File: config.mk
export PLATFORM = sky130hd
export DESIGN_NAME = router_ctrl_sync_flat
export DESIGN_NICKNAME = d
export VERILOG_FILES = /design/src/rtl/router_ctrl_sync_if.sv /design/src/rtl/router_ctrl_sync.sv /design/src/flat_wrapper.sv
export SDC_FILE = /design/constraint.sdc
export NUM_CORES = 1
export LEC_CHECK = 0
export CAP_MARGIN = 10
export CELL_PAD_IN_SITES_DETAIL_PLACEMENT = 1
export CELL_PAD_IN_SITES_GLOBAL_PLACEMENT = 2
export CORE_MARGIN = 2
export CORE_UTILIZATION = 34
export CTS_BUF_LIST = sky130_fd_sc_hd__clkbuf_8
export DETAILED_ROUTE_END_ITERATION = 10
export GPL_ROUTABILITY_DRIVEN = 0
export GPL_TIMING_DRIVEN = 0
export PLACE_DENSITY = 0.91
export SYNTH_ARGS = -nofsm -noshare
export SYNTH_HDL_FRONTEND = slang
export SYNTH_SLANG_ARGS = --single-unit
File: constraint.sdc
create_clock -name clock -period 3.4 [get_ports clock]
set_clock_uncertainty 0.1 [all_clocks]
set_input_delay 0.85 -clock clock [delete_from_list [all_inputs] [get_ports clock]]
set_output_delay 0.85 -clock clock [all_outputs]
set_load 0.01 [all_outputs]
File: src/rtl/router_ctrl_sync_if.sv
// router_ctrl_sync_if: groups the router control block's handshake, status and steering signals.
// Latency: none (wires only).
// Backpressure: carries the per-port full flags that gate write_enb.
// Ports: master = input FSM / FIFO side that drives requests and flags; slave = router_ctrl_sync.
// Optional macro ROUTER_CTRL_STATS_EN adds drop_count.
interface router_ctrl_sync_if;
    logic       detect_add;
    logic [1:0] data_in;
    logic       write_enb_reg;
    logic       pkt_done;
    logic [2:0] read_enb;
    logic [2:0] empty;
    logic [2:0] full;
    logic [2:0] write_enb;
    logic       fifo_full;
    logic [2:0] vld_out;
    logic [2:0] soft_reset;
    logic       busy;
    logic       addr_err;
    logic       abort;
`ifdef ROUTER_CTRL_STATS_EN
    logic [7:0] drop_count;
`endif

    modport master (
        output detect_add, data_in, write_enb_reg, pkt_done, read_enb, empty, full,
        input  write_enb, fifo_full, vld_out, soft_reset, busy, addr_err, abort
`ifdef ROUTER_CTRL_STATS_EN
        , input drop_count
`endif
    );

    modport slave (
        input  detect_add, data_in, write_enb_reg, pkt_done, read_enb, empty, full,
        output write_enb, fifo_full, vld_out, soft_reset, busy, addr_err, abort
`ifdef ROUTER_CTRL_STATS_EN
        , output drop_count
`endif
    );
endinterface

File: src/rtl/router_ctrl_sync.sv
// router_ctrl_sync: decodes the header address and steers the write stream to one of three FIFOs.
// Latency: write_enb/fifo_full/busy/vld_out combinational; soft_reset/addr_err/abort registered, 1 cycle.
// Backpressure: write_enb to the selected port is masked while that port's full flag is set.
// Ports: clock, reset (sync, active-high); everything else via router_ctrl_sync_if.slave.
// Optional macro ROUTER_CTRL_STATS_EN adds an 8-bit saturating drop_count output.
module router_ctrl_sync #(
    parameter int TIMEOUT = 30,
    parameter int CW      = 5
) (
    input  logic              clock,
    input  logic              reset,
    router_ctrl_sync_if.slave bus
);
    typedef enum logic [1:0] {
        IDLE  = 2'd0,
        ROUTE = 2'd1,
        ABORT = 2'd2
    } state_t;

    localparam logic [CW-1:0] CNT_LAST = CW'(TIMEOUT - 1);

    state_t        state;
    logic [1:0]    addr_reg;
    logic [CW-1:0] cnt [3];
    logic [2:0]    soft_reset_q;
    logic          addr_err_q;
    logic          abort_q;

    // Control FSM; addr_err and abort are registered one-cycle pulses.
    always_ff @(posedge clock) begin
        if (reset) begin
            state      <= IDLE;
            addr_reg   <= 2'd0;
            addr_err_q <= 1'b0;
            abort_q    <= 1'b0;
        end else begin
            addr_err_q <= 1'b0;
            abort_q    <= 1'b0;
            case (state)
                IDLE: begin
                    if (bus.detect_add) begin
                        if (bus.data_in == 2'd3) begin
                            addr_err_q <= 1'b1;
                        end else begin
                            addr_reg <= bus.data_in;
                            state    <= ROUTE;
                        end
                    end
                end
                ROUTE: begin
                    // A timeout on the port being written kills the packet, even on its last byte.
                    if (soft_reset_q[addr_reg]) begin
                        state   <= ABORT;
                        abort_q <= 1'b1;
                    end else if (bus.pkt_done) begin
                        state <= IDLE;
                    end
                end
                ABORT:   state <= IDLE;
                default: state <= IDLE;
            endcase
        end
    end

    // Per-port drain watchdog: counts cycles with data waiting and no read.
    always_ff @(posedge clock) begin
        if (reset) begin
            for (int i = 0; i < 3; i++) cnt[i] <= '0;
            soft_reset_q <= 3'b000;
        end else begin
            for (int i = 0; i < 3; i++) begin
                if (bus.read_enb[i] || bus.empty[i]) begin
                    cnt[i]          <= '0;
                    soft_reset_q[i] <= 1'b0;
                end else if (cnt[i] == CNT_LAST) begin
                    cnt[i]          <= '0;
                    soft_reset_q[i] <= 1'b1;
                end else begin
                    cnt[i]          <= cnt[i] + CW'(1);
                    soft_reset_q[i] <= 1'b0;
                end
            end
        end
    end

    always_comb begin
        bus.write_enb = 3'b000;
        bus.fifo_full = 1'b0;
        if (state == ROUTE) begin
            bus.write_enb[addr_reg] = bus.write_enb_reg & ~bus.full[addr_reg];
            bus.fifo_full           = bus.full[addr_reg];
        end
    end

    assign bus.busy       = (state != IDLE);
    assign bus.vld_out    = ~bus.empty;
    assign bus.soft_reset = soft_reset_q;
    assign bus.addr_err   = addr_err_q;
    assign bus.abort      = abort_q;

`ifdef ROUTER_CTRL_STATS_EN
    logic [7:0] drop_q;

    // Coincident addr_err and abort pulses count as a single drop.
    always_ff @(posedge clock) begin
        if (reset) begin
            drop_q <= 8'd0;
        end else if ((addr_err_q || abort_q) && (drop_q != 8'hFF)) begin
            drop_q <= drop_q + 8'd1;
        end
    end

    assign bus.drop_count = drop_q;
`endif
endmodule

File: src/flat_wrapper.sv
// flat-port wrapper written by rule: the top's interface ports become plain ports
module router_ctrl_sync_flat 
#(
    parameter int TIMEOUT = 30,
    parameter int CW      = 5
)
  (clock, reset, bus_detect_add, bus_data_in, bus_write_enb_reg, bus_pkt_done, bus_read_enb, bus_empty, bus_full, bus_write_enb, bus_fifo_full, bus_vld_out, bus_soft_reset, bus_busy, bus_addr_err, bus_abort);
  router_ctrl_sync_if bus_i ();
  input  logic clock;
  input  logic reset;
  input wire logic [$bits(bus_i.detect_add)-1:0] bus_detect_add;
  input wire logic [$bits(bus_i.data_in)-1:0] bus_data_in;
  input wire logic [$bits(bus_i.write_enb_reg)-1:0] bus_write_enb_reg;
  input wire logic [$bits(bus_i.pkt_done)-1:0] bus_pkt_done;
  input wire logic [$bits(bus_i.read_enb)-1:0] bus_read_enb;
  input wire logic [$bits(bus_i.empty)-1:0] bus_empty;
  input wire logic [$bits(bus_i.full)-1:0] bus_full;
  output wire logic [$bits(bus_i.write_enb)-1:0] bus_write_enb;
  output wire logic [$bits(bus_i.fifo_full)-1:0] bus_fifo_full;
  output wire logic [$bits(bus_i.vld_out)-1:0] bus_vld_out;
  output wire logic [$bits(bus_i.soft_reset)-1:0] bus_soft_reset;
  output wire logic [$bits(bus_i.busy)-1:0] bus_busy;
  output wire logic [$bits(bus_i.addr_err)-1:0] bus_addr_err;
  output wire logic [$bits(bus_i.abort)-1:0] bus_abort;
  assign bus_i.detect_add = bus_detect_add;
  assign bus_i.data_in = bus_data_in;
  assign bus_i.write_enb_reg = bus_write_enb_reg;
  assign bus_i.pkt_done = bus_pkt_done;
  assign bus_i.read_enb = bus_read_enb;
  assign bus_i.empty = bus_empty;
  assign bus_i.full = bus_full;
  assign bus_write_enb = bus_i.write_enb;
  assign bus_fifo_full = bus_i.fifo_full;
  assign bus_vld_out = bus_i.vld_out;
  assign bus_soft_reset = bus_i.soft_reset;
  assign bus_busy = bus_i.busy;
  assign bus_addr_err = bus_i.addr_err;
  assign bus_abort = bus_i.abort;
  router_ctrl_sync #(.TIMEOUT(TIMEOUT), .CW(CW)) u_core (.clock(clock), .reset(reset), .bus(bus_i));
endmodule
==> run_summary.xml, run 1 <==
<?xml version="1.0" encoding="UTF-8"?>
<metrics>
  <group name="clocking">
    <metric name="tritoncts" unit="">yes</metric>
    <metric name="clock_tree.htree_level_count" unit="">1</metric>
    <metric name="post_cts_buffers" unit="">0</metric>
    <metric name="numCtsBuffers" unit="">3</metric>
    <metric name="clk_transition_reported_paths" unit="ns">0.09</metric>
    <metric name="post_cts_resize_count" unit="">0</metric>
    <metric name="cts-root-buf" unit="">sky130_fd_sc_hd__clkbuf_8</metric>
    <metric name="maximum_clock_insertion_buffer_count" unit="">2</metric>
    <metric name="insertion_delay_to_the_later_sink_of_the_worst_skew_pair" unit="ns">0.26</metric>
    <metric name="hold_buffers" unit="">0</metric>
    <metric name="clock_sink_count" unit="">24</metric>
  </group>
  <group name="logic_synthesis">
    <metric name="async_flop_share" unit="%">0</metric>
    <metric name="portion_of_the_post_synthesis_area_used_by_sequential_elements" unit="%">52.66</metric>
    <metric name="synth.yosys.warnings" unit="">0</metric>
    <metric name="synth_largest_type_area_fraction" unit="%">37.62</metric>
    <metric name="synth_mux_area_share" unit="%">1.672</metric>
    <metric name="synthCells" unit="">110</metric>
    <metric name="synth-seq-cells" unit="">24</metric>
    <metric name="yosys.cell_count.top_type" unit="">sky130_fd_sc_hd__nor2_1</metric>
    <metric name="synth_compound_area_share" unit="%">1.881</metric>
    <metric name="yosys.area_share.xor_xnor" unit="%">6.583</metric>
    <metric name="dominant_combinational_cell_family_by_area_after_synthesis" unit="">simple AND/OR/NAND/NOR gates</metric>
    <metric name="postSynth.topFlopCell" unit="">sky130_fd_sc_hd__edfxtp_1</metric>
    <metric name="syn_area_per_cell" unit="um2">10.89</metric>
    <metric name="post_synth_instance_area" unit="um2">1197</metric>
    <metric name="synth-simple-area-share" unit="%">26.65</metric>
    <metric name="synth_top_cells_by_count" unit="">sky130_fd_sc_hd__nor2_1, sky130_fd_sc_hd__edfxtp_1, sky130_fd_sc_hd__dfxtp_1</metric>
    <metric name="share_of_synthesized_cell_area_in_full_adder_half_adder_and_majority_cells" unit="%">6.270</metric>
    <metric name="yosysUniqueCellTypes" unit="">26</metric>
    <metric name="synth_largest_area_cell" unit="">sky130_fd_sc_hd__edfxtp_1</metric>
    <metric name="synth_enable_flop_cells" unit="">15</metric>
    <metric name="cell_types_occupying_the_most_area_after_synthesis" unit="">sky130_fd_sc_hd__edfxtp_1, sky130_fd_sc_hd__dfxtp_1, sky130_fd_sc_hd__ha_1, sky130_fd_sc_hd__nor2_1, sky130_fd_sc_hd__xor2_1</metric>
  </group>
  <group name="global_routing">
    <metric name="gr_overflow_total" unit="">0</metric>
    <metric name="grt_start_max_net_pins" unit="">14</metric>
    <metric name="total_routing_resource_utilization_after_global_routing" unit="%">13.51</metric>
    <metric name="grt_first_pass_wirelength" unit="um">4278</metric>
    <metric name="vias_in_the_first_global_route" unit="">1004</metric>
    <metric name="grt_antenna_before_repair" unit="">0</metric>
  </group>
  <group name="timing">
    <metric name="grt_setup_unrepaired" unit="">false</metric>
    <metric name="min_period_over_period" unit="%">98.18</metric>
    <metric name="hold_slack" unit="ns">0.5095</metric>
    <metric name="timing.final.hold_violations" unit="">0</metric>
    <metric name="fmaxAchievable" unit="GHz">0.2996</metric>
    <metric name="period_needed" unit="ns">3.338</metric>
    <metric name="setup_violations" unit="">0</metric>
    <metric name="setup_total_negative_slack" unit="ns">0</metric>
    <metric name="min_setup_slack_post_route" unit="ns">0.06194</metric>
    <metric name="maxSlewViolCount" unit="">0</metric>
  </group>
  <group name="cells_and_area">
    <metric name="fill_cells" unit="">403</metric>
    <metric name="final_net_count" unit="">178</metric>
    <metric name="antenna_cells" unit="">0</metric>
    <metric name="number_of_flip_flops_under_the_largest_register_name" unit="">15</metric>
    <metric name="final_layout_size_suffix_gt1_share" unit="%">9.032</metric>
    <metric name="syn_to_final_growth" unit="%">36.36</metric>
    <metric name="post-route-cell-area" unit="um2">1633</metric>
    <metric name="max_flop_register" unit="">u_core.cnt</metric>
  </group>
  <group name="die">
    <metric name="row_count" unit="">21</metric>
    <metric name="initial_utilization" unit="%">35.60</metric>
    <metric name="core" unit="um2">3363</metric>
    <metric name="fp.dieH" unit="um">63.35</metric>
    <metric name="die_area" unit="um2">4013</metric>
    <metric name="die_extent_in_x" unit="um">63.35</metric>
    <metric name="pin_count" unit="">29</metric>
  </group>
  <group name="pwr">
    <metric name="vdd_drop_max" unit="uV">193.8</metric>
    <metric name="leakagePower" unit="nW">0.6196</metric>
    <metric name="power_density" unit="nW/um2">364.2</metric>
    <metric name="report.power.total" unit="uW">594.7</metric>
  </group>
  <group name="setup_path">
    <metric name="crit_top_cell" unit="">sky130_fd_sc_hd__clkdlybuf4s50_1</metric>
    <metric name="startpoint" unit="">bus_write_enb_reg</metric>
    <metric name="worst_ep_arrival_time" unit="ns">2.39</metric>
    <metric name="cpPeakStageDelay" unit="ns">0.60</metric>
    <metric name="setup.worst_path.end" unit="">bus_write_enb[2]</metric>
    <metric name="r2r-end" unit="">u_core.cnt[0][2]</metric>
    <metric name="cp-start-kind" unit="">input pin</metric>
    <metric name="cp_max_fo" unit="">3</metric>
    <metric name="category_of_the_most_critical_setup_path" unit="">input pin to primary output</metric>
    <metric name="worst-r2r-cell-count" unit="">5</metric>
    <metric name="timing.critical_path.required" unit="ns">2.45</metric>
    <metric name="critPathCaptureType" unit="">primary output</metric>
    <metric name="critical_path.slowest_cell" unit="">sky130_fd_sc_hd__clkdlybuf4s50_1</metric>
    <metric name="r2r-start" unit="">u_core.cnt[0][1]</metric>
    <metric name="worst-r2r-setup-slack" unit="ns">2.04</metric>
    <metric name="timing.critical_path.cells" unit="">clkdlybuf4s50_1 &gt; nand3b_1 &gt; nor4b_1 &gt; clkdlybuf4s50_1</metric>
  </group>
  <group name="detailed_routing">
    <metric name="initial_drt_markers" unit="">19</metric>
    <metric name="postRouteWirelength" unit="um">2350</metric>
    <metric name="dr.pass1.iters" unit="">4</metric>
    <metric name="num_vias" unit="">923</metric>
    <metric name="drc" unit="">0</metric>
    <metric name="post_route_ant_nets" unit="">0</metric>
    <metric name="avgRoutedWirePerCell" unit="um">11.69</metric>
    <metric name="avgViaCountPerCell" unit="">4.592</metric>
  </group>
  <group name="placed_design">
    <metric name="detailed_place_hpwl" unit="um">1955</metric>
    <metric name="pre_cts_ws" unit="ns">0.06034</metric>
    <metric name="placed_cell_area" unit="um2">1578</metric>
    <metric name="place.port_buffers" unit="">27</metric>
  </group>
  <group name="min_path">
    <metric name="min_path_cells" unit="">3</metric>
    <metric name="hold_path_class" unit="">flip-flop to flip-flop</metric>
  </group>
  <group name="status">
    <metric name="result_of_the_run" unit="">finished, final reports clean</metric>
  </group>
  <group name="flow_run">
    <metric name="drv.max_cap_violation_count" unit="">0</metric>
  </group>
</metrics>
worst max-delay path: cells and delay by family:
| kind | cells | cell delay [ns] |
|---|---|---|
| buffers and inverters | 2 | 1.06 |
| AND/OR/NAND/NOR | 2 | 0.47 |
layer usage:
metal  wire length (um)  part of all wire [%]  up-vias  global-route usage [%]
met5                  0                     0        -                       0
met4                 28                   1.2        0                   4.076
met3                123                   5.2        4                   3.929
met2               1224                    52       23                   24.21
met1                973                    41      434                   15.41
li1                   -                     -      462                       -
placed cells by master, fill, tap and decap left out:
cell,netlist,final
sky130_fd_sc_hd__and3b_2,1,1
sky130_fd_sc_hd__and4bb_2,2,2
sky130_fd_sc_hd__buf_2,2,2
sky130_fd_sc_hd__buf_6,1,1
sky130_fd_sc_hd__clkbuf_8,0,4
sky130_fd_sc_hd__clkdlybuf4s50_1,0,27
sky130_fd_sc_hd__conb_1,1,15
sky130_fd_sc_hd__dfxtp_1,9,9
sky130_fd_sc_hd__edfxtp_1,15,15
sky130_fd_sc_hd__ha_1,6,6
sky130_fd_sc_hd__inv_1,7,7
sky130_fd_sc_hd__mux2i_1,2,2
sky130_fd_sc_hd__nand2_1,5,5
sky130_fd_sc_hd__nand3_1,7,7
sky130_fd_sc_hd__nand3b_1,3,3
sky130_fd_sc_hd__nand4_1,3,3
sky130_fd_sc_hd__nor2_1,18,18
sky130_fd_sc_hd__nor2b_1,3,3
sky130_fd_sc_hd__nor3_1,4,4
sky130_fd_sc_hd__nor3_2,2,2
sky130_fd_sc_hd__nor4_1,1,1
sky130_fd_sc_hd__nor4b_1,3,3
sky130_fd_sc_hd__nor4b_2,2,2
sky130_fd_sc_hd__o211ai_1,1,1
sky130_fd_sc_hd__o21ai_0,1,1
sky130_fd_sc_hd__o21ai_1,2,2
sky130_fd_sc_hd__xnor2_1,3,3
sky130_fd_sc_hd__xor2_1,6,6
kinds of logic (layout without fill, tap and decap cells):
logic type / count (synthesis) / in the layout
AND/OR/NAND/NOR: 54 / 54
flip-flops: 24 / 24
buffers and inverters: 10 / 41
XOR/XNOR: 9 / 9
adder cells (fa/ha/maj): 6 / 6
AO/OA/AOI/OAI: 4 / 4
multiplexers: 2 / 2
other: 1 / 15
cell type report:
cell class              count  area [um2]  area share (%)
multi-input cells          90       571.8           35.02
well taps                  46       57.56           3.525
repair buffers             27       270.3           16.55
inverters                   7       26.28           1.609
flip-flops and latches     24       630.6           38.62
plain buffers               3       21.27           1.303
clock buffers               4       55.05           3.372
how the worst min path moves through the flow:
stage	startpoint	endpoint	slack [ns]
6_report	u_core.bus.soft_reset[1]	u_core.state[0]	0.51
4_1_cts	u_core.bus.soft_reset[1]	u_core.state[0]	0.52
3_5_place_dp	u_core.bus.soft_reset[1]	u_core.state[0]	0.49
5_1_grt	u_core.cnt[1][0]	u_core.cnt[1][0]	0.57
2_1_floorplan	u_core.cnt[1][4]	u_core.cnt[1][4]	0.48
3_3_place_gp	u_core.bus.soft_reset[1]	u_core.state[0]	0.50
metrics by stage:
step / instances / utilization [%]
2_1_floorplan: 124 / -
3_3_place_gp: 197 / 46.91
3_5_place_dp: 197 / 46.91
4_1_cts: 201 / 48.55
5_1_grt: 201 / 48.55
6_report: 201 / 48.55
power breakdown:
part | switching, mW | internal, mW | leakage (nW)
registers | 0.0105 | 0.321 | 0.228
logic | 0.0316 | 0.0396 | 0.363
clock network | 0.0885 | 0.103 | 0.0288
Note: power is estimated with default switching activity, not from simulation.
==> run 2, diff against run 1 <==
CTS_BUF_LIST = sky130_fd_sc_hd__clkbuf_2   (was sky130_fd_sc_hd__clkbuf_8)
MAX_ROUTING_LAYER = met4   (was default)
==> run 2 against run 1 <==
Net effect:
- sequential share of layout area up 0.88 points
- utilization down 1.1 points
- fmax about the same
- routed wire length down 0.64%
- via count down 0.43%
- worst hold slack better by 0.020 ns
- global-route usage up 0.26 points
- flip-flop and latch count unchanged
- setup slack about the same
- first-iteration DRC count down 26%
- total power down 14%
- cell area down 2.2%
==> run_summary.xml, run 2 (synthesized netlist as in run 1, its figures left out) <==
<?xml version="1.0" encoding="UTF-8"?>
<metrics>
  <group name="pwr">
    <metric name="report.power.total" unit="uW">510.9</metric>
    <metric name="clkPwrFrac" unit="%">21.1</metric>
    <metric name="p_sw_share" unit="%">24.28</metric>
    <metric name="power.share.sequential" unit="%">65.0</metric>
    <metric name="p_int" unit="uW">386.8</metric>
    <metric name="power_density" unit="nW/um2">320.0</metric>
    <metric name="leakagePower" unit="nW">0.6048</metric>
    <metric name="vdd_drop_max" unit="uV">175.9</metric>
    <metric name="switchingPower" unit="uW">124.0</metric>
    <metric name="power_frac_comb" unit="%">13.9</metric>
  </group>
  <group name="detailed_routing">
    <metric name="dr.pass1.iters" unit="">4</metric>
    <metric name="post_route_ant_nets" unit="">0</metric>
    <metric name="drc" unit="">0</metric>
    <metric name="initial_drt_markers" unit="">14</metric>
    <metric name="avgRoutedWirePerCell" unit="um">11.62</metric>
    <metric name="num_vias" unit="">919</metric>
    <metric name="postRouteWirelength" unit="um">2335</metric>
    <metric name="avgViaCountPerCell" unit="">4.572</metric>
  </group>
  <group name="setup_path">
    <metric name="crit_top_cell" unit="">sky130_fd_sc_hd__clkdlybuf4s50_1</metric>
    <metric name="cp_top_family" unit="">buffers and inverters</metric>
    <metric name="timing.critical_path.required" unit="ns">2.45</metric>
    <metric name="timing.critical_path.cells" unit="">clkdlybuf4s50_1 &gt; nand3b_1 &gt; nor4b_1 &gt; clkdlybuf4s50_1</metric>
    <metric name="cpPeakStageDelay" unit="ns">0.60</metric>
    <metric name="cp_max_fo" unit="">3</metric>
    <metric name="count_of_buffering_cells_on_the_critical_path_with_inverters_included" unit="">2</metric>
    <metric name="cp-start-kind" unit="">input pin</metric>
    <metric name="critPathCaptureType" unit="">primary output</metric>
    <metric name="category_of_the_most_critical_setup_path" unit="">input pin to primary output</metric>
    <metric name="critical_path.slowest_cell" unit="">sky130_fd_sc_hd__clkdlybuf4s50_1</metric>
    <metric name="worst_ep_arrival_time" unit="ns">2.39</metric>
  </group>
  <group name="clocking">
    <metric name="post_cts_resize_count" unit="">0</metric>
    <metric name="cts-root-buf" unit="">sky130_fd_sc_hd__clkbuf_2</metric>
    <metric name="clk_transition_reported_paths" unit="ns">0.21</metric>
    <metric name="clock_tree.htree_level_count" unit="">1</metric>
    <metric name="numCtsBuffers" unit="">3</metric>
    <metric name="tritoncts" unit="">yes</metric>
    <metric name="post_cts_buffers" unit="">0</metric>
    <metric name="clock_sink_count" unit="">24</metric>
    <metric name="hold_buffers" unit="">0</metric>
    <metric name="maximum_clock_insertion_buffer_count" unit="">2</metric>
    <metric name="insertion_delay_to_the_later_sink_of_the_worst_skew_pair" unit="ns">0.32</metric>
  </group>
  <group name="cells_and_area">
    <metric name="syn_to_final_growth" unit="%">33.33</metric>
    <metric name="max_flop_register" unit="">u_core.cnt</metric>
    <metric name="mostFrequentLayoutCell" unit="">sky130_fd_sc_hd__clkdlybuf4s50_1</metric>
    <metric name="layout.core_utilization" unit="%">47.47</metric>
    <metric name="final_layout_size_suffix_gt1_share" unit="%">8.387</metric>
    <metric name="final_net_count" unit="">178</metric>
    <metric name="number_of_flip_flops_under_the_largest_register_name" unit="">15</metric>
    <metric name="mostFrequentLayoutCells" unit="">sky130_fd_sc_hd__clkdlybuf4s50_1, sky130_fd_sc_hd__nor2_1, sky130_fd_sc_hd__edfxtp_1, sky130_fd_sc_hd__conb_1, sky130_fd_sc_hd__dfxtp_1</metric>
    <metric name="antenna_cells" unit="">0</metric>
  </group>
  <group name="die">
    <metric name="die_area" unit="um2">4013</metric>
    <metric name="fp.dieH" unit="um">63.35</metric>
    <metric name="pin_count" unit="">29</metric>
    <metric name="initial_utilization" unit="%">35.60</metric>
    <metric name="core" unit="um2">3363</metric>
    <metric name="die_extent_in_x" unit="um">63.35</metric>
    <metric name="row_count" unit="">21</metric>
  </group>
  <group name="timing">
    <metric name="timing.final.hold_violations" unit="">0</metric>
    <metric name="min_setup_slack_post_route" unit="ns">0.06194</metric>
    <metric name="grt_setup_unrepaired" unit="">false</metric>
    <metric name="hold_slack" unit="ns">0.5292</metric>
    <metric name="period_needed" unit="ns">3.338</metric>
    <metric name="fmaxAchievable" unit="GHz">0.2996</metric>
    <metric name="min_period_over_period" unit="%">98.18</metric>
    <metric name="setup_total_negative_slack" unit="ns">0</metric>
    <metric name="maxSlewViolCount" unit="">0</metric>
    <metric name="setup_violations" unit="">0</metric>
  </group>
  <group name="min_path">
    <metric name="hold_path_class" unit="">flip-flop to flip-flop</metric>
  </group>
  <group name="global_routing">
    <metric name="grt_first_pass_wirelength" unit="um">4271</metric>
    <metric name="gr_overflow_total" unit="">0</metric>
    <metric name="total_routing_resource_utilization_after_global_routing" unit="%">13.78</metric>
    <metric name="grt_start_max_net_pins" unit="">14</metric>
    <metric name="vias_in_the_first_global_route" unit="">1001</metric>
    <metric name="grt_antenna_before_repair" unit="">0</metric>
  </group>
  <group name="status">
    <metric name="result_of_the_run" unit="">finished, final reports clean</metric>
  </group>
  <group name="flow_run">
    <metric name="drv.max_cap_violation_count" unit="">0</metric>
  </group>
  <group name="placed_design">
    <metric name="pre_cts_ws" unit="ns">0.06034</metric>
    <metric name="detailed_place_hpwl" unit="um">1955</metric>
    <metric name="place.port_buffers" unit="">27</metric>
  </group>
</metrics>
run 2: power groups by stage:
stage          Combinational [mW]  Clock [mW]  Sequential [mW]
4_1_cts                    0.0722       0.115            0.333
6_report                   0.0711       0.108            0.332
2_1_floorplan              0.0378           0            0.336
3_3_place_gp               0.0692           0            0.338
3_5_place_dp               0.0716           0            0.339
5_1_grt                    0.0800       0.136            0.335
run 2: tightest hold or removal path, delay by kind of cell, from the launching register on:
family           cells  cell delay (ns)
and+or+nand+nor      2             0.17
DFF                  1             0.45
run 2: layout make-up:
cell class / count / area [um2]
fillers: 408 / 1767
inverters: 7 / 26.28
clock buffers: 3 / 15.01
flip-flops and latches: 24 / 630.6
plain buffers: 3 / 21.27
multi-input cells: 90 / 571.8
well taps: 46 / 57.56
clock inverters: 1 / 3.754
repair buffers: 27 / 270.3
run 2: final timing paths:
path	startpoint	to	slack, ns	cells past startpoint
max reg2reg	u_core.cnt[0][1]	u_core.cnt[0][2]	2.04	5
min	u_core.cnt[2][4]	u_core.bus.soft_reset[2]	0.53	2
min reg2reg	u_core.cnt[2][4]	u_core.bus.soft_reset[2]	0.53	2
max	bus_write_enb_reg	bus_write_enb[2]	0.06	4
run 2: metrics by stage:
stage	instance area, um2	instances
global route	1597	201
floorplan	1250	124
CTS	1597	201
finish	1597	201
detailed placement	1578	197
global placement	1578	197
run 2: metal layers:
layer | routed length [um] | global-route usage (%)
met1 | 967 | 15.41
met2 | 1245 | 24.21
met3 | 106 | 2.857
met4 | 17 | 4.891
met5 | 0 | -
==> edit 1, RTL diff (settings of run 1) <==
`CW` is set to 5 in 2 places; all go to 6.
--- a/src/rtl/router_ctrl_sync.sv
+++ b/src/rtl/router_ctrl_sync.sv
@@ -5,7 +5,7 @@
 // Optional macro ROUTER_CTRL_STATS_EN adds an 8-bit saturating drop_count output.
 module router_ctrl_sync #(
     parameter int TIMEOUT = 30,
-    parameter int CW      = 5
+    parameter int CW      = 6
 ) (
     input  logic              clock,
     input  logic              reset,
--- a/src/flat_wrapper.sv
+++ b/src/flat_wrapper.sv
@@ -2,7 +2,7 @@
 module router_ctrl_sync_flat 
 #(
     parameter int TIMEOUT = 30,
-    parameter int CW      = 5
+    parameter int CW      = 6
 )
   (clock, reset, bus_detect_add, bus_data_in, bus_write_enb_reg, bus_pkt_done, bus_read_enb, bus_empty, bus_full, bus_write_enb, bus_fifo_full, bus_vld_out, bus_soft_reset, bus_busy, bus_addr_err, bus_abort);
   router_ctrl_sync_if bus_i ();
Check against the original RTL: no difference found for any inputs over 10 cycles, from zero or initial values and one cycle with reset high; that may be too few to reach the edited logic, so the function may still have changed.
==> edit 1 against run 1 <==
Design area rose by 11%. Worst setup slack improved by 0.041 ns. Critical endpoint is now bus_write_enb[1]. Area after synthesis rose by 12%. Count of clock-buffer cells in the layout fell by 1. Wire length rose by 23%. Utilization fell by 0.15 points. Maximum frequency rose by 1.2%. Final cell count rose by 10%. Total power rose by 8.5%. Critical path type unchanged. Sequential cell count rose by 3. Sequential share of layout area rose by 1.2 points.
==> edit 1: results (changes against run 1) <==
Detailed routing
  – Met2 WL: 1.61 mm (+31%)
  – Routed WL per cell: 13.0 um (+11%)
  – Max layer used: met4
  – Met3 wire len: 67 um (-46%)
  – Post-Route M1 WL: 1.17 mm (+20%)
  – Vias per inst: 4.77 (+3.9%)
  – Drt initial violations: 31 (+12)
  – DR pass1 iterations: 3 (-1)

Global routing
  – M1 GR Usage: 15.2% (-0.16 points)
  – Number of global-route vias before repair: 1169 (+16%)
  – Met2 GRT Util: 27.8% (+3.5 points)
  – Initial antenna violation count: 0 (unchanged)
  – All-Layer GR Usage: 14.6% (+1.1 points)
  – M3 GR Usage: 2.87% (-1.1 points)
  – Largest net degree at the start of global routing: 17 (+3)
  – Global-route wire length before repair: 4.93 mm (+15%)

Critical path
  – Worst Path Arrival: 2.35 ns (-0.04 ns)
  – CP Capture Point: bus_write_enb[1]
  – Worst R2R Start: u_core.cnt[0][1]$_SDFFCE_PN0P_
  – CP Max Fanout: 3 (unchanged)
  – R2r setup slk: 1.53 ns (-0.51 ns)

Synth
  – Synth area leaders: edfxtp_1, dfxtp_1, ha_1
  – Number of flops mapped to enable cells by yosys: 18 (+3)
  – Part of the Yosys area used for sequential elements: 53.5% (+0.87 points)
  – Commonest cells in the netlist: edfxtp_1, nor2_1, dfxtp_1
  – Count of different cell masters after synthesis: 33 (+27%)
  – Avg Synthesized Cell Area: 10.8 um^2 (-1.1%)

Pwr
  – Maximum vdd drop: 0.000197 V (+1.5%)
  – P_leak: 0.657 nW (+6.1%)
  – PwrDens: 356 nW/um^2 (-2.2%)

Timing
  – Final Setup Violations: 0 (unchanged)
  – Worst-Margin Slew: 0.753 ns
  – Period Utilization, post-route: 97.0% (-1.2 points)

Cells and area
  – Layout Nets: 197 (+11%)
  – Layout cells sized above 1: 6.32% (-2.7 points)
  – Finished Layout Cells: 222 (+10%)
  – N_diodes: 0 (unchanged)
  – FILL cells: 450 (+12%)
  – Most flop-heavy register: u_core.cnt
  – Max reg flops: 18 (+3)

Clock tree
  – Total CTS buffers: 3 (unchanged)
  – Longest Clk Path Bufs: 2 (unchanged)
  – H-tree depth: 1 (unchanged)

Place
  – Port bufs: 28 (+3.7%)
  – Detailed Place HPWL: 2.39 mm (+22%)
  – Pre-CTS setup slack: 0.0373 ns (-0.0231 ns)
  – Dpl cell area: 1750 um^2 (+11%)

Worst hold path
  – Hold Crit Start: u_core.cnt[0][5]$_SDFFCE_PN0P_
  – Worst hold path type: register to register
  – Min-Delay Path Depth: 1 (-2)

Outcome
  – Status: finished, final reports clean
edit 1: kinds of logic (layout without fill, tap and decap cells):
logic type | after synthesis | in the layout | share of synthesized area [%]
AOI/OAI and AO/OA | 12 | 12 | 5.85
DFF | 27 | 27 | 53.5
buffers and inverters | 9 | 41 | 3.16
other | 1 | 18 | 0.279
adders and majority gates | 6 | 6 | 5.58
muxes | 2 | 2 | 1.49
xor gates and xnor gates | 9 | 9 | 5.86
and+or+nand+nor | 59 | 59 | 24.3
edit 1: how the worst min path moves through the flow:
stage / endpoint / slack, ns
finish: u_core.bus.soft_reset[0]$_SDFF_PP0_ / 0.41
global route: u_core.bus.soft_reset[1]$_SDFF_PP0_ / 0.44
CTS: u_core.bus.soft_reset[0]$_SDFF_PP0_ / 0.42
detailed placement: u_core.bus.soft_reset[0]$_SDFF_PP0_ / 0.40
global placement: u_core.bus.soft_reset[1]$_SDFF_PP0_ / 0.38
floorplan: u_core.bus.soft_reset[1]$_SDFF_PP0_ / 0.35
edit 1: critical path, stage by stage:
cell,delay (ns)
clkdlybuf4s50_1,0.46
nand3b_1,0.17
nor4b_2,0.28
clkdlybuf4s50_1,0.58
edit 1: cell type report:
cell class              count  share of cell area, %
multi-input cells         106                   36.4
inverters                   7                   1.45
flip-flops and latches     27                   39.8
clock inverters             1                  0.414
repair buffers             28                   15.5
well taps                  48                   3.31
clock buffers               3                   2.28
plain buffers               2                  0.898
edit 1: power breakdown:
part / internal [W] / switching [W]
Clock: 0.0000833 / 0.000106
Combinational: 0.0000427 / 0.0000353
Sequential: 0.000364 / 0.0000142
Total: 0.000490 / 0.000155
edit 1: what timing repair did:
item | in CTS | in global routing
setup endpoints to repair | 0 | 2
buffers inserted | 0 | 0
resized for setup | 0 | 2
==> edit 2, RTL diff (config.mk and constraints of run 1) <==
Made on the original files. Re-encode `state_t` (3 states) as one-hot, 3 bits wide.
--- a/src/rtl/router_ctrl_sync.sv
+++ b/src/rtl/router_ctrl_sync.sv
@@ -11,10 +11,10 @@
     input  logic              reset,
     router_ctrl_sync_if.slave bus
 );
-    typedef enum logic [1:0] {
-        IDLE  = 2'd0,
-        ROUTE = 2'd1,
-        ABORT = 2'd2
+    typedef enum logic [2:0] {
+        IDLE  = 3'b001,
+        ROUTE = 3'b010,
+        ABORT = 3'b100
     } state_t;
 
     localparam logic [CW-1:0] CNT_LAST = CW'(TIMEOUT - 1);
Formal check against the unedited RTL: same outputs for any inputs over 10 cycles, from zero or initial values and one cycle with reset high; not proved beyond that.
==> edit 2 against run 1 <==
Global-route usage rose by 0.91 points. Wire length rose by 10%. Via count rose by 5.4%. Hold slack got worse by 0.0055 ns. Area after synthesis rose by 3.8%. Design area rose by 2.2%. Total power fell by 0.27%. Sequential cell count rose by 1. Worst setup slack improved by 0.13 ns. Critical path depth did not move. Synthesized cell count rose by 7.3%. Utilization rose by 0.32 points. Largest power group unchanged.
==> edit 2: results (changes against run 1) <==
Cells and area
  – CLK BUF: 3 (-1)
  – FILL cells: 403 (unchanged)
  – Sequential cell area: 651 um^2 (+3.2%)
  – Layout Nets: 186 (+4.5%)
  – Multi-input gates: 96 (+6.7%)
  – N_diodes: 0 (unchanged)
  – Fraction of area in multi-input gates: 36.1% (+1.0 points)
  – Layout cells sized above 1: 5.52% (-3.5 points)
  – Nonclk buf count: 30 (unchanged)
  – Non-clock buffering overhead: 16.9% (-0.91 points)
  – Inverters: 8 (+1)
  – ClkCell Share: 2.77% (-0.60 points)
  – Finished Layout Cells: 209 (+4.0%)

Synth
  – Count of different cell masters after synthesis: 34 (+31%)
  – Avg Synthesized Cell Area: 10.5 um^2 (-3.3%)
  – Adder-cell share of the synthesized area: 6.04% (-0.23 points)
  – XOR/XNOR share of the synthesized area: 6.34% (-0.24 points)
  – Commonest cells in the netlist: nor2_1, edfxtp_1, dfxtp_1
  – Synth area leaders: edfxtp_1, dfxtp_1, ha_1
  – Mux cell area share after synthesis: 2.52% (+0.85 points)
  – Part of the Yosys area used for sequential elements: 52.4% (-0.30 points)
  – Synth Area in Compound Gates: 6.55% (+4.7 points)

Clock tree
  – Clk_lat worst skew: 0.26 ns (about the same)
  – Clock sink total: 25 (+4.2%)
  – CTS Root Cell: clkbuf_8

Pwr
  – Tot Pwr: 0.000593 W (-0.27%)
  – Logic pwr share: 12.9% (+0.9 points)
  – Flop pwr share: 58.0% (+2.2 points)
  – P_int: 0.000456 W (-1.8%)
  – P_leak: 0.625 nW (+0.81%)
  – Maximum vdd drop: 0.000167 V (-14%)

Critical path
  – Reg2reg end: u_core.state[0]$_SDFFE_PP1P_
  – Worst Path Arrival: 2.26 ns (-0.13 ns)
  – R2r setup slk: 1.87 ns (-0.17 ns)
  – Crit path from: bus_write_enb_reg
  – Worst R2R Start: u_core.state[1]$_SDFFE_PP0P_
  – CP Capture Point: bus_write_enb[1]
  – R2r worst-path depth: 3 (-2)

Place
  – Detailed Place HPWL: 2.11 mm (+8.1%)
  – Pre-CTS setup slack: 0.193 ns (+0.132 ns)

Detailed routing
  – Post-Route M1 WL: 1.19 mm (+23%)
  – Max layer used: met4
  – Met2 WL: 1.27 mm (+3.5%)
  – Met3 wire len: 109 um (-11%)
  – Vias per inst: 4.66 (+1.4%)
  – Drt initial violations: 61 (+42)
  – Total Routed Length: 2.59 mm (+10%)

Outcome
  – Status: finished, final reports clean

Global routing
  – M3 GR Usage: 2.60% (-1.3 points)
  – All-Layer GR Usage: 14.4% (+0.91 points)
  – Number of global-route vias before repair: 1029 (+2.5%)
  – Met2 GRT Util: 25.4% (+1.2 points)
  – M1 GR Usage: 18.1% (+2.7 points)
  – Largest net degree at the start of global routing: 15 (+1)
  – Initial antenna violation count: 0 (unchanged)
  – Global-route wire length before repair: 4.71 mm (+10%)

Worst hold path
  – Worst hold path type: register to register

Timing
  – Period Utilization, post-route: 94.4% (-3.8 points)
  – Hold slack: 0.504 ns (-0.00551 ns)
## edit 2: changes by cell type after synthesis, sizes merged, moves of 2 or more
cell	change
clkbuf	+2
nor4b	-3
nor3	-3
buf	-2
a21oi	+2
nand3b	-2
nor2	-2
and4bb	-2
nor3b	+4
## edit 2: critical path, cell delays in order
cell and delay (ns):
clkdlybuf4s50_1 0.45, nand2_1 0.08, nor4b_1 0.29, clkdlybuf4s50_1 0.59
## edit 2: worst min path at each step
| stage | startpoint | to |
|---|---|---|
| after floorplan | u_core.state[1]$_SDFFE_PP0P_ | u_core.state[1]$_SDFFE_PP0P_ |
| after global placement | u_core.state[1]$_SDFFE_PP0P_ | u_core.state[1]$_SDFFE_PP0P_ |
| after detailed placement | u_core.state[1]$_SDFFE_PP0P_ | u_core.state[1]$_SDFFE_PP0P_ |
| after CTS | u_core.state[1]$_SDFFE_PP0P_ | u_core.state[1]$_SDFFE_PP0P_ |
| after global routing | u_core.cnt[1][4]$_SDFFCE_PN0P_ | u_core.bus.soft_reset[1]$_SDFF_PP0_ |
| final | u_core.state[1]$_SDFFE_PP0P_ | u_core.state[1]$_SDFFE_PP0P_ |
## edit 2: through the flow
step	cell area, um^2	util [%]
2_1_floorplan	1290	-
3_3_place_gp	1620	47.5
3_5_place_dp	1620	47.5
4_1_cts	1670	48.9
5_1_grt	1670	48.9
6_report	1670	48.9
## edit 2: cells by family (layout without fill, tap and decap cells)
logic type / count (synthesis) / count (layout)
other: 1 / 15
and+or+nand+nor: 52 / 52
xor gates and xnor gates: 9 / 9
DFF: 25 / 25
buffers and inverters: 11 / 42
adders and majority gates: 6 / 6
muxes: 3 / 3
AOI/OAI and AO/OA: 11 / 11
